`config.mk`:
```
export PLATFORM = sky130hd
export DESIGN_NAME = fwd_hazard_ctrl
export DESIGN_NICKNAME = d
export VERILOG_FILES = /design/src/rtl/fwd_hazard_ctrl.sv
export SDC_FILE = /design/constraint.sdc
export NUM_CORES = 1
export LEC_CHECK = 0
export BUFFER_PORTS_ARGS = -buffer_cell sky130_fd_sc_hd__buf_2
export CAP_MARGIN = 20
export CORE_UTILIZATION = 51
export DETAILED_ROUTE_END_ITERATION = 7
export PLACE_DENSITY = 0.77
export SYNTH_ARGS = -nofsm -noshare
export SYNTH_HDL_FRONTEND = slang
export SYNTH_SLANG_ARGS = --single-unit
```
`constraint.sdc`:
```
create_clock -name clk -period 1.9 [get_ports clk]
set_input_delay 0.19 -clock clk [delete_from_list [all_inputs] [get_ports clk]]
set_output_delay 0.19 -clock clk [all_outputs]
set_load 0.02 [all_outputs]
```
`src/rtl/fwd_hazard_ctrl.sv`:
```
// Operand-forwarding select and load-use stall generator for the 5-stage pipeline.
// Optional saturating stall counter enabled by defining FWD_STALL_CNT_EN.
module fwd_hazard_ctrl #(
   parameter int REG_AW      = 5,
   parameter int STALL_CNT_W = 32
) (
   input  logic              clk,
   input  logic              rst_n,
   input  logic              id_valid,
   input  logic [REG_AW-1:0] id_rs1,
   input  logic [REG_AW-1:0] id_rs2,
   input  logic              id_use_rs1,
   input  logic              id_use_rs2,
   input  logic [REG_AW-1:0] id_rd,
   input  logic              id_reg_write,
   input  logic              id_mem_read,
   input  logic              flush,
   output logic              stall,
   output logic              ex_bubble,
   output logic [1:0]        fwd_a_sel,
   output logic [1:0]        fwd_b_sel
`ifdef FWD_STALL_CNT_EN
   ,
   output logic [STALL_CNT_W-1:0] stall_count
`endif
);

   localparam logic [1:0] SEL_RF  = 2'b00;
   localparam logic [1:0] SEL_MEM = 2'b01;
   localparam logic [1:0] SEL_EX  = 2'b10;

   logic              ex_v;
   logic              ex_we;
   logic              ex_ld;
   logic [REG_AW-1:0] ex_rd;
   // The MEM shadow never needs the load flag: a MEM-stage load result is forwardable.
   logic              mem_v;
   logic              mem_we;
   logic [REG_AW-1:0] mem_rd;

   logic              hit_e1;
   logic              hit_e2;
   logic              hit_m1;
   logic              hit_m2;
   logic              load_use;
   logic              issue;
   logic [1:0]        sel_a;
   logic [1:0]        sel_b;

   function automatic logic producer_hit(
      input logic              v,
      input logic              we,
      input logic [REG_AW-1:0] rd,
      input logic [REG_AW-1:0] rs
   );
      return v && we && (rd != '0) && (rs == rd);
   endfunction

   function automatic logic [1:0] pick_sel(
      input logic rd_en,
      input logic hit_e,
      input logic hit_m,
      input logic e_is_load
   );
      logic [1:0] sel;
      sel = SEL_RF;
      if (rd_en) begin
         if (hit_e && !e_is_load) begin
            sel = SEL_EX;
         end else if (hit_m) begin
            sel = SEL_MEM;
         end
      end
      return sel;
   endfunction

   always_comb begin
      hit_e1   = producer_hit(ex_v, ex_we, ex_rd, id_rs1);
      hit_e2   = producer_hit(ex_v, ex_we, ex_rd, id_rs2);
      hit_m1   = producer_hit(mem_v, mem_we, mem_rd, id_rs1);
      hit_m2   = producer_hit(mem_v, mem_we, mem_rd, id_rs2);
      load_use = id_valid & ex_ld & ((id_use_rs1 & hit_e1) | (id_use_rs2 & hit_e2));
      stall    = load_use & ~flush;
      issue    = id_valid & ~flush & ~load_use;
      sel_a    = pick_sel(id_use_rs1, hit_e1, hit_m1, ex_ld);
      sel_b    = pick_sel(id_use_rs2, hit_e2, hit_m2, ex_ld);
   end

   always_ff @(posedge clk) begin
      if (!rst_n) begin
         ex_v      <= 1'b0;
         ex_we     <= 1'b0;
         ex_ld     <= 1'b0;
         ex_rd     <= '0;
         mem_v     <= 1'b0;
         mem_we    <= 1'b0;
         mem_rd    <= '0;
         fwd_a_sel <= SEL_RF;
         fwd_b_sel <= SEL_RF;
         ex_bubble <= 1'b0;
      end else begin
         mem_v  <= ex_v;
         mem_we <= ex_we;
         mem_rd <= ex_rd;
         if (issue) begin
            ex_v      <= 1'b1;
            ex_rd     <= id_rd;
            ex_we     <= id_reg_write;
            ex_ld     <= id_mem_read;
            fwd_a_sel <= sel_a;
            fwd_b_sel <= sel_b;
            ex_bubble <= 1'b0;
         end else begin
            ex_v      <= 1'b0;
            fwd_a_sel <= SEL_RF;
            fwd_b_sel <= SEL_RF;
            ex_bubble <= flush | stall;
         end
      end
   end

`ifdef FWD_STALL_CNT_EN
   always_ff @(posedge clk) begin
      if (!rst_n) begin
         stall_count <= '0;
      end else if (stall && (stall_count != '1)) begin
         stall_count <= stall_count + STALL_CNT_W'(1);
      end
   end
`endif

endmodule

```
==> Yosys cells after proc, flatten, opt, wreduce, memory -nomap -nowiden <==
Index checks and enable logic that the tools add are counted.
{ "classes": {"eq_ne": 4, "n_reduce_logical": 18, "n_bitwise": 15, "muxes": 5} }
{ "ops": {"columns": ["operator", "n"], "rows": [
  ["$eq 5x5->1", 4],
  ["$logic_and 1x1->1", 10],
  ["$reduce_bool 5->1", 2],
  ["$reduce_or 4->1", 2],
  ["$and 1x1->1", 7],
  ["$not 1->1", 6],
  ["$reduce_and 3->1", 2],
  ["$mux 2", 2],
  ["$mux 1", 3],
  ["$or 1x1->1", 2],
  ["$reduce_or 2->1", 1],
  ["$logic_not 1->1", 1]
]} }
{ "word_totals": {"ff_bits": 20, "in_bits": 23, "output_inout_bits": 6, "word_cells": 54} }

==> Logic depth before layout (Yosys ltp) <==
Gate-level depths: netlist of the first run.
{ "depth": {"ltp_word": 10, "depth_mapped": 6, "depth_no_buf": 5} }

==> Worst setup path before layout of the first run <==
OpenSTA, ideal clock, no wires.
{ "synth_timing": {"kind": "flip-flop to output port", "startpoint": "register ex_rd[0]", "endpoint": "output stall", "t_arrival_ns": 1.539, "slack_ns": 0.171, "stages_incl_launch_ff": 6, "path_cell_list": "dfxtp_1 -> or4_4 -> o2111ai_4 -> buf_6 -> a21oi_4 -> and2_2"} }
{ "synth_between": {"elab_chain_cells": 7, "word_cells_on_any_way": 11} }
{ "synth_rtl": {"columns": ["item", "line", "source"], "rows": [
  ["from (decl)", "35", "logic [REG_AW-1:0] ex_rd;"],
  ["from (signal assigned)", "107", "ex_rd <= id_rd;"],
  ["$reduce_bool 5->1", "56", "return v && we && (rd != '0) && (rs == rd);"],
  ["$logic_and 1x1->1 (2 in a row)", "56", null],
  ["$and 1x1->1", "82", "load_use = id_valid & ex_ld & ((id_use_rs1 & hit_e1) | (id_use_rs2 & hit_e2));"],
  ["$or 1x1->1 *", "82", null],
  ["$and 1x1->1 *", "82", null],
  ["$and 1x1->1 *", "83", "stall = load_use & ~flush;"],
  ["to (decl)", "18", "output logic stall,"]
]} }
Mark *: on every way between the ends. The rest lies on a longest branch, timed or not.

==> Worst setup path in the final report of the first run <==
Ends and elaborated chain as after synthesis.

==> reports/metrics.cfg, run 1 <==
[timing]
max_slew_margin=0.771
fmaxAchievable_ghz=0.505
skew_ns=0.0134
hold_viol_final=0
setup_ws_ns=-0.0808
finalSetupViolCount=1
period_needed_ns=1.98
tightest_slew_ns=0.340
rsz0062_at_grt=true
period_share=1.04
drv_slew=0

[placed_design]
place_congestion=0.845
portBuffers=28
dpl.hpwl_um=1890

[synth]
async_flop_share=0
ys_top_cells_by_count=dfxtp_1 (20), xor2_1 (18), nand2_1 (17), nand3_1 (8), o2111ai_1 (8)
ys_seq_area_frac=0.355
syn_area_mm2=0.00113
syn_inst=125
synth_area_per_cell_um2=9.02
synth_area_leaders=dfxtp_1 (36%), xor2_1 (14%), o2111ai_1 (6.2%), nand2_1 (5.7%), a211o_2 (5.3%)
syn_nets=148
yosysWarningCount=0
synth_top_area_cell=dfxtp_1
ys_seq_elements=20
synth_edf_count=0
synth_top_area_share=0.355
yosysMostFrequentCell=dfxtp_1
netlist-cell-type-count=30
synth_ff_type=dfxtp_1

[global_routing]
grt-ovfl-total=0
grt_max_degree=20
first_global_vias=1000
grt_pass1_wl_um=4320
grt_usage=0.232
antenna_found_initial=0

[worst_setup_path]
cp_max_fo=3
end_kind=output port
start_kind=flip-flop
reg2regPathDepth=5
worstSetupPathType=reg -> out
cp.required_ns=1.71
reg2reg_from=ex_rd[0]
critPathArrivalTime_ns=1.79
rr_endpoint=ex_rd[0]
reg2reg_slack_ns=0.15

[route]
dr.pass1.iters=4
dr.first_iter.drc_count=10
avgViaCountPerCell=5.47
postRouteAntennaNets=0
drt-total-wl_um=2480
drcViolationCount=0
wire_per_inst_um=13.3
num_vias=1018

[finish]
area_delta_synth_final_pct=23.5
drive_gt1_frac=0.365
num_antenna_cells=0
fin_util=0.689
num-nets-final=183

[floorplanning]
fp.dieW_um=49.0
ios=29
core_area_mm2=0.00202
die_area_mm2=0.00240
initial_core_util=0.558
rows=16
die_h_um=49.0

[min_path]
hold_class=in -> reg
min_to=ex_bubble
hold_start=flush
hold_path_depth=3

[pwr]
power_leakage_nw=0.646
peakVddDrop_mv=0.442
finalPower_mw=0.974
power.density_mw_per_mm2=699

[cts]
numCtsBuffers=3
cts_num_sinks=20
cts_buffer_depth=2
insertion_delay_ns=0.31
h-tree-depth=1
clk_pin_slew_worst_paths_ns=0.12
cts-root-buf=clkbuf_4
cts_tree=yes

[flow_run]
maxCapViolCount=0

[status]
outcome=finished, violations left
violations=negative setup slack

==> cell usage in the layout, fill, tap and decap left out, types with 2 or more instances in the layout <==
cell       netlist  final
buf_2            0     27
xor2_1          18     18
nand2_1         17     17
dfxtp_1         20     17
o2111ai_1        8      8
buf_4            0      8
and3_1           7      7
nand3_1          8      7
a211o_2          6      6
inv_1            6      6
nor2_1           5      5
nor3_1           4      3
clkbuf_4         0      3
nor3_2           1      2
nand3_2          1      2
o21ai_0          2      2
nor4_1           2      2
xnor2_1          2      2
dfxtp_4          0      2
==> report_power, final <==
| group | switching, mW | total, mW | internal [mW] |
|---|---|---|---|
| sequential | 0.0242 | 0.465 | 0.441 |
| combinational | 0.0838 | 0.159 | 0.0748 |
| clock | 0.137 | 0.350 | 0.213 |
| total | 0.245 | 0.974 | 0.729 |
==> routing by layer <==
layer,up-vias,GRT usage,part of all wire
met3,7,0.0374,0.038
met1,470,0.285,0.45
met5,-,0,0
met4,0,0.0735,0.029
met2,25,0.410,0.48
li1,516,-,-
==> worst max path at each step <==
stage / start / slack (ns) / depth (start not counted) / endpoint
after global placement: ex_rd[1] / 0.15 / 6 / ex_v
after global routing: ex_rd[0] / -0.14 / 5 / stall
final: ex_rd[0] / -0.08 / 5 / stall
after floorplan: ex_rd[0] / 0.17 / 5 / stall
after detailed placement: ex_rd[1] / 0.04 / 6 / ex_rd[4]
after CTS: ex_rd[1] / -0.10 / 5 / stall
==> worst max-delay path: stages (launching register included) <==
cell       delay (ns)
dfxtp_4          0.37
or4_4            0.55
o2111ai_4        0.24
a21oi_4          0.05
and2_4           0.16
buf_6            0.12
==> layout make-up <==
cell class              count  area, µm²
inverters                   6       22.5
repair buffers             36        206
clock buffers               3       22.5
flip-flops and latches     20        409
well taps                  27       33.8
fillers                   168        629
multi-input cells          93        668
clock inverters             1       30.0
==> what timing repair did <==
action,CTS,global route
setup endpoints to repair,1,2
setup buffers,3,1
gates resized for setup,8,2
pin swaps,2,2
hold buffers,0,0
==> metrics by stage <==
stage | setup WS [ns] | hold WS [ns] | setup TNS [ns] | cell area [µm²] | cells
5_1_grt | -0.142 | 0.118 | -0.142 | 1390 | 186
2_1_floorplan | 0.171 | 0.299 | 0 | 1130 | 125
4_1_cts | -0.105 | 0.0892 | -0.105 | 1390 | 186
3_3_place_gp | 0.150 | 0.404 | 0 | 1290 | 179
6_report | -0.0808 | 0.0849 | -0.0808 | 1390 | 186
3_5_place_dp | 0.0427 | 0.411 | 0 | 1290 | 179
==> state kept, by name (all words and copies together), names as in the netlist <==
register / flops
mem_rd: 5
ex_we: 1
ex_v: 1
fwd_a_sel: 2
mem_we: 1
fwd_b_sel: 2
ex_rd: 5
ex_bubble: 1
ex_ld: 1
mem_v: 1
==> cells by family (layout without fill, tap and decap cells) <==
group,count (synthesis),count (layout),share of synthesized area
muxes,1,1,0.00888
xor gates and xnor gates,20,20,0.155
DFF,20,20,0.355
buffers and inverters,12,46,0.0621
and+or+nand+nor,52,52,0.242
AOI/OAI and AO/OA,20,20,0.176
Note: power is estimated with default switching activity, not from simulation.
==> inputs of run 2 (changes only) <==
--- a/config.mk
+++ b/config.mk
@@ -7,9 +7,12 @@
 export LEC_CHECK = 0
 export BUFFER_PORTS_ARGS = -buffer_cell sky130_fd_sc_hd__buf_2
 export CAP_MARGIN = 20
-export CORE_UTILIZATION = 51
+export CORE_UTILIZATION = 54
+export CTS_BUF_LIST = sky130_fd_sc_hd__clkbuf_2 sky130_fd_sc_hd__clkbuf_4 sky130_fd_sc_hd__clkbuf_8
 export DETAILED_ROUTE_END_ITERATION = 7
-export PLACE_DENSITY = 0.77
+export MAX_ROUTING_LAYER = met4
+export PLACE_DENSITY = 0.81
+export SETUP_SLACK_MARGIN = 0.15
 export SYNTH_ARGS = -nofsm -noshare
 export SYNTH_HDL_FRONTEND = slang
 export SYNTH_SLANG_ARGS = --single-unit
==> run 2 against run 1 <==
Net effect:
- the flow still finishes with violations (negative setup slack)
- die area is 5.3% lower
- clock power shrank 1%
- final cell count is the same
- critical path depth is the same
- register-to-register slack better by 0.03 ns
- critical endpoint unchanged
- largest power group unchanged
- highest routed layer unchanged
==> reports/metrics.cfg, run 2 (synthesis gave the netlist of run 1 again) <==
[status]
outcome=finished, violations left
violations=negative setup slack

[global_routing]
grt_usage=0.225  ; -0.00688
first_global_vias=828  ; -17%
antenna_found_initial=0  ; unchanged
grt_pass1_wl_um=3390  ; -21%
grt-ovfl-total=0  ; unchanged
grt_max_degree=20  ; unchanged

[finish]
num-nets-final=183  ; unchanged
drive_gt1_frac=0.371  ; +0.00629
final_common_cell=buf_2
area_delta_synth_final_pct=23.9
largest_registers=ex_rd (5), mem_rd (5)
mostFrequentLayoutCells=buf_2 (27), xor2_1 (18), nand2_1 (17), dfxtp_1 (17), o2111ai_1 (8)
num_antenna_cells=0  ; unchanged
instances_no_fill=186  ; unchanged

[cts]
cts_tree=yes
insertion_delay_ns=0.30  ; about the same
numCtsBuffers=3  ; unchanged
cts_num_sinks=20  ; unchanged
clk_pin_slew_worst_paths_ns=0.12  ; about the same
cts-root-buf=clkbuf_4
cts_buffer_depth=2  ; unchanged
h-tree-depth=1  ; unchanged
hold_buffers=0  ; unchanged

[worst_setup_path]
endpoint=stall
reg2reg_from=ex_rd[1]
end_kind=output port
worstSetupPathType=reg -> out
cp.required_ns=1.71  ; about the same
startpoint=ex_rd[1]
critPathArrivalTime_ns=1.77  ; -0.02 ns
reg2regPathDepth=5  ; unchanged
start_kind=flip-flop
reg2reg_slack_ns=0.18  ; +0.03 ns
cp_max_fo=4  ; +1
rr_endpoint=ex_rd[1]

[flow_run]
maxCapViolCount=0  ; unchanged

[placed_design]
place_congestion=0.751  ; -11%
portBuffers=28  ; unchanged
dpl.hpwl_um=1830  ; -3.3%
post-place-cells=179  ; unchanged
place_ws_ns=0.161  ; +0.119 ns

[route]
drcViolationCount=0  ; unchanged
num_vias=991  ; -2.7%
dr.first_iter.drc_count=22  ; +12
postRouteAntennaNets=0  ; unchanged
drt-total-wl_um=2310  ; -7.1%
avgViaCountPerCell=5.33  ; -2.7%
dr.pass1.iters=4  ; unchanged
wire_per_inst_um=12.4  ; -7.1%

[timing]
period_needed_ns=1.96  ; -0.0171 ns
finalSetupViolCount=1  ; unchanged
hold_viol_final=0  ; unchanged
setup_ws_ns=-0.0637  ; +0.0171 ns
skew_ns=0.0135  ; +0.000140 ns
period_share=1.03  ; -0.00900
max_slew_margin=0.778  ; +0.00666
drv_slew=0  ; unchanged
tightest_slew_ns=0.330  ; -0.00990 ns
rsz0062_at_grt=true
fmaxAchievable_ghz=0.509  ; +0.87%

[pwr]
power_leakage_nw=0.646  ; about the same
power.density_mw_per_mm2=694  ; -0.74%
clock_power_share=0.357  ; -0.002
p_seq_frac=0.480  ; +0.002
peakVddDrop_mv=0.494  ; +12%
intPower_mw=0.729  ; about the same
switching_power_mw=0.240  ; -1.8%
finalPower_mw=0.969  ; -0.48%
power_frac_comb=0.163  ; about the same
p_sw_frac=0.248  ; -0.00324

[floorplanning]
fp.dieW_um=47.7  ; -2.7%
ios=29  ; unchanged
initial_core_util=0.575  ; +0.0171
core_area_mm2=0.00196  ; -3.0%
die_h_um=47.7  ; -2.7%
die_area_mm2=0.00227  ; -5.3%
rows=16  ; unchanged

[min_path]
hold_class=in -> reg

==> run 2: cell count changes in the layout (fill, tap and decap cells not counted) <==
cell	change
nor2_2	+1
buf_6	+1
nor2_1	-1
buf_4	-1
dfxtp_2	+1
dfxtp_4	-1
==> run 2: critical path, cell delays in order, from the launching register on <==
cell       delay, ns
dfxtp_2         0.36
or4_4           0.56
o2111ai_4       0.24
a21oi_4         0.05
and2_4          0.16
buf_6           0.12
==> run 2: worst min-delay path by stage <==
| stage | start | end | slack (ns) | cells past startpoint |
|---|---|---|---|---|
| 6_report | flush | ex_bubble | 0.09 | 3 |
| 3_5_place_dp | flush | ex_bubble | 0.42 | 3 |
| 5_1_grt | flush | ex_bubble | 0.1 | 3 |
| 3_3_place_gp | flush | ex_bubble | 0.41 | 3 |
| 2_1_floorplan | flush | ex_bubble | 0.30 | 2 |
| 4_1_cts | flush | ex_bubble | 0.10 | 3 |
==> run 2: what timing repair did <==
action / in CTS / in global routing
cloned: 0 / 0
pin swaps: 2 / 3
resized for setup: 5 / 6
buffers inserted: 2 / 1
endpoints found under the setup margin: 1 / 10
==> run 2: power groups by stage <==
| stage | logic, mW | clock network [mW] | registers [mW] |
|---|---|---|---|
| after floorplan | 0.0944 | 0 | 0.472 |
| after global placement | 0.142 | 0 | 0.474 |
| after detailed placement | 0.149 | 0 | 0.475 |
| after CTS | 0.153 | 0.348 | 0.466 |
| after global routing | 0.173 | 0.370 | 0.469 |
| final | 0.158 | 0.346 | 0.466 |
==> run 2: layout make-up <==
class	instances	area (µm²)
multi-input cells	93	671
fillers	172	566
flip-flops and latches	20	407
repair buffers	36	210
well taps	27	33.8
clock inverters	1	30.0
clock buffers	3	22.5
inverters	6	22.5
==> run 2: stage by stage <==
| step | hold WS [ns] | TNS, ns | utilization | cell area [µm²] |
|---|---|---|---|---|
| after detailed placement | 0.421 | 0 | 0.658 | 1290 |
| after floorplan | 0.299 | 0 | - | 1130 |
| after CTS | 0.101 | -0.0941 | 0.698 | 1370 |
| after global routing | 0.0999 | -0.134 | 0.712 | 1400 |
| after global placement | 0.415 | 0 | 0.658 | 1290 |
| final | 0.0932 | -0.0637 | 0.712 | 1400 |
==> run 2: metal layers <==
layer / vias up / part of all wire / global-route usage
met3: 4 / 0.045 / 0.0377
met1: 446 / 0.46 / 0.269
met2: 30 / 0.48 / 0.359
met4: 0 / 0.015 / 0.117
met5: - / 0 / -
li1: 511 / - / -
==> inputs of run 3 (changes only) <==
--- a/config.mk
+++ b/config.mk
@@ -7,11 +7,11 @@
 export LEC_CHECK = 0
 export BUFFER_PORTS_ARGS = -buffer_cell sky130_fd_sc_hd__buf_2
 export CAP_MARGIN = 20
-export CORE_UTILIZATION = 54
+export CORE_ASPECT_RATIO = 0.5
+export CORE_UTILIZATION = 25
 export CTS_BUF_LIST = sky130_fd_sc_hd__clkbuf_2 sky130_fd_sc_hd__clkbuf_4 sky130_fd_sc_hd__clkbuf_8
 export DETAILED_ROUTE_END_ITERATION = 7
 export MAX_ROUTING_LAYER = met4
-export PLACE_DENSITY = 0.81
 export SETUP_SLACK_MARGIN = 0.15
 export SYNTH_ARGS = -nofsm -noshare
 export SYNTH_HDL_FRONTEND = slang
==> run 3 against run 2 <==
Net effect:
- the run still ends with negative setup slack left
- count of clock-buffer cells in the layout unchanged
- first-iteration DRC count rose by 45%
- via count did not move
- worst setup slack better by 0.043 ns
- clock power increased by 25%
- total power up 8.3%
- flip-flop and latch count unchanged
- wire length increased by 9.6%
- core utilization fell by 36 points
==> reports/metrics.cfg, run 3 (synthesis gave the netlist of run 1 again) <==
[worst_setup_path]
start_kind=flip-flop
crit_family=simple AND/OR/NAND/NOR gates
critPathSlowestCell=or4_4
cp_max_fo=4  ; unchanged
cp.required_ns=1.71  ; about the same
crit_path_cell_trace=or4_4 > o2111ai_4 > a21oi_4 > and2_4 > buf_6
reg2reg_from=ex_rd[0]
startpoint=ex_rd[0]
critPathMaxStageDelay_ns=0.56  ; about the same
worstSetupPathType=reg -> out
critPathArrivalTime_ns=1.73  ; -0.04 ns
end_kind=output port
worst-path-buf-inv=1  ; unchanged

[pwr]
peakVddDrop_mv=0.235  ; -52%
power.density_mw_per_mm2=732  ; +5.5%
power_leakage_nw=0.648  ; +0.24%
finalPower_mw=1.05  ; +8.3%

[route]
dr.first_iter.drc_count=32  ; +45%
avgViaCountPerCell=4.67  ; -12%
num_vias=991  ; unchanged
wire_per_inst_um=11.9  ; -3.9%
drt-total-wl_um=2530  ; +9.6%
postRouteAntennaNets=0  ; unchanged
dr.pass1.iters=5  ; +1
drcViolationCount=0  ; unchanged

[finish]
multiInputGateArea_um2=668  ; -0.37%
fill_cells=417  ; +140%
regArea_um2=405  ; -0.31%
fin_util=0.349  ; -0.362
num_antenna_cells=0  ; unchanged
area_delta_synth_final_pct=27.2
final_common_cell=buf_2
mostFrequentLayoutCells=buf_2 (27), xor2_1 (18), dfxtp_1 (18)
drive_gt1_frac=0.354  ; -0.0166
largest_registers=ex_rd (5), mem_rd (5)
num-nets-final=182  ; -0.55%

[floorplanning]
ios=29  ; unchanged
fp.dieW_um=97.0  ; +100%
core_area_mm2=0.00410  ; +110%
die_area_mm2=0.00480  ; +110%
rows=16  ; unchanged
initial_core_util=0.275  ; -0.300
die_h_um=49.5  ; +3.8%

[timing]
finalSetupViolCount=1  ; unchanged
rsz0062_at_grt=true
tightest_slew_ns=0.342  ; +0.0118 ns
skew_ns=0.00258  ; -0.0110 ns
setup_ws_ns=-0.0205  ; +0.0432 ns
fmaxAchievable_ghz=0.521  ; +2.2%
max_slew_margin=0.770  ; -0.00792
period_share=1.01  ; -0.0227
period_needed_ns=1.92  ; -0.0432 ns
hold_viol_final=0  ; unchanged
setup_tns_ns=-0.0205  ; +0.0432 ns
drv_slew=0  ; unchanged

[global_routing]
grt_max_degree=20  ; unchanged
grt-ovfl-total=0  ; unchanged
first_global_vias=957  ; +16%
grt_usage=0.116  ; -0.108
grt_pass1_wl_um=4310  ; +27%
antenna_found_initial=0  ; unchanged

[cts]
numCtsBuffers=3  ; unchanged
hold_buffers=0  ; unchanged
cts-root-buf=clkbuf_8
cts_buffer_depth=2  ; unchanged
cts_num_sinks=20  ; unchanged
h-tree-depth=1  ; unchanged
clk_pin_slew_worst_paths_ns=0.08  ; -0.04 ns
insertion_delay_ns=0.26  ; -0.04 ns
cts_tree=yes

[min_path]
hold_class=in -> reg
hold_start=flush

[placed_design]
portBuffers=28  ; unchanged
dpl.hpwl_um=1930  ; +5.7%
place_congestion=0.819  ; +9.1%

[flow_run]
maxCapViolCount=0  ; unchanged

[status]
outcome=finished, violations left
violations=negative setup slack

[run 3: cell types whose count changed in the layout (fill, tap and decap cells not counted), sizes merged]
cell	previous run	this run
buf	36	35
[run 3: repair_timing]
| item | CTS | global route |
|---|---|---|
| cloned | 0 | 0 |
| pin swaps | 3 | 2 |
| setup buffers | 2 | 0 |
| hold endpoints to repair | 0 | 0 |
| setup endpoints to repair | 6 | 10 |
| gates resized for setup | 7 | 1 |
[run 3: stage by stage]
step / setup slack (ns) / hold WS [ns] / cell area, µm² / cells
detailed placement: 0.122 / 0.416 / 1330 / 206
global placement: 0.157 / 0.426 / 1330 / 206
global route: -0.101 / 0.159 / 1430 / 212
finish: -0.0205 / 0.139 / 1430 / 212
floorplan: 0.171 / 0.299 / 1130 / 125
CTS: -0.0555 / 0.138 / 1430 / 212
[run 3: worst paths after layout]
path	cells after the start	end	slack (ns)
max	5	stall	-0.02
min	3	ex_bubble	0.14
max reg2reg	5	ex_rd[1]	0.16
min reg2reg	2	mem_rd[1]	0.51
[run 3: area by class of cell]
| type | instances | area share |
|---|---|---|
| Multi-Input combinational cell | 93 | 0.466 |
| Clock inverter | 1 | 0.0209 |
| Timing Repair Buffer | 35 | 0.139 |
| Inverter | 6 | 0.0157 |
| Tap cell | 54 | 0.0471 |
| Sequential cell | 20 | 0.283 |
| Clock buffer | 3 | 0.0288 |
[run 3: per-layer routing]
layer,up-vias,wire [µm],track usage,share of wire
li1,509,-,-,-
met5,-,0,-,0
met4,0,49,0.0597,0.019
met1,464,1250,0.145,0.49
met3,5,74,0.0199,0.029
met2,13,1150,0.184,0.46
[run 3: worst reg2reg max path, cell delays in order (launching register included)]
cell and delay (ns):
dfxtp_2 0.35, or4_4 0.56, o2111ai_4 0.23, buf_4 0.24, a211o_2 0.12, o2111ai_1 0.12
[run 3: power breakdown]
part	internal [mW]	switching, mW
clock network	0.281	0.150
registers	0.441	0.0242
logic	0.0726	0.0808
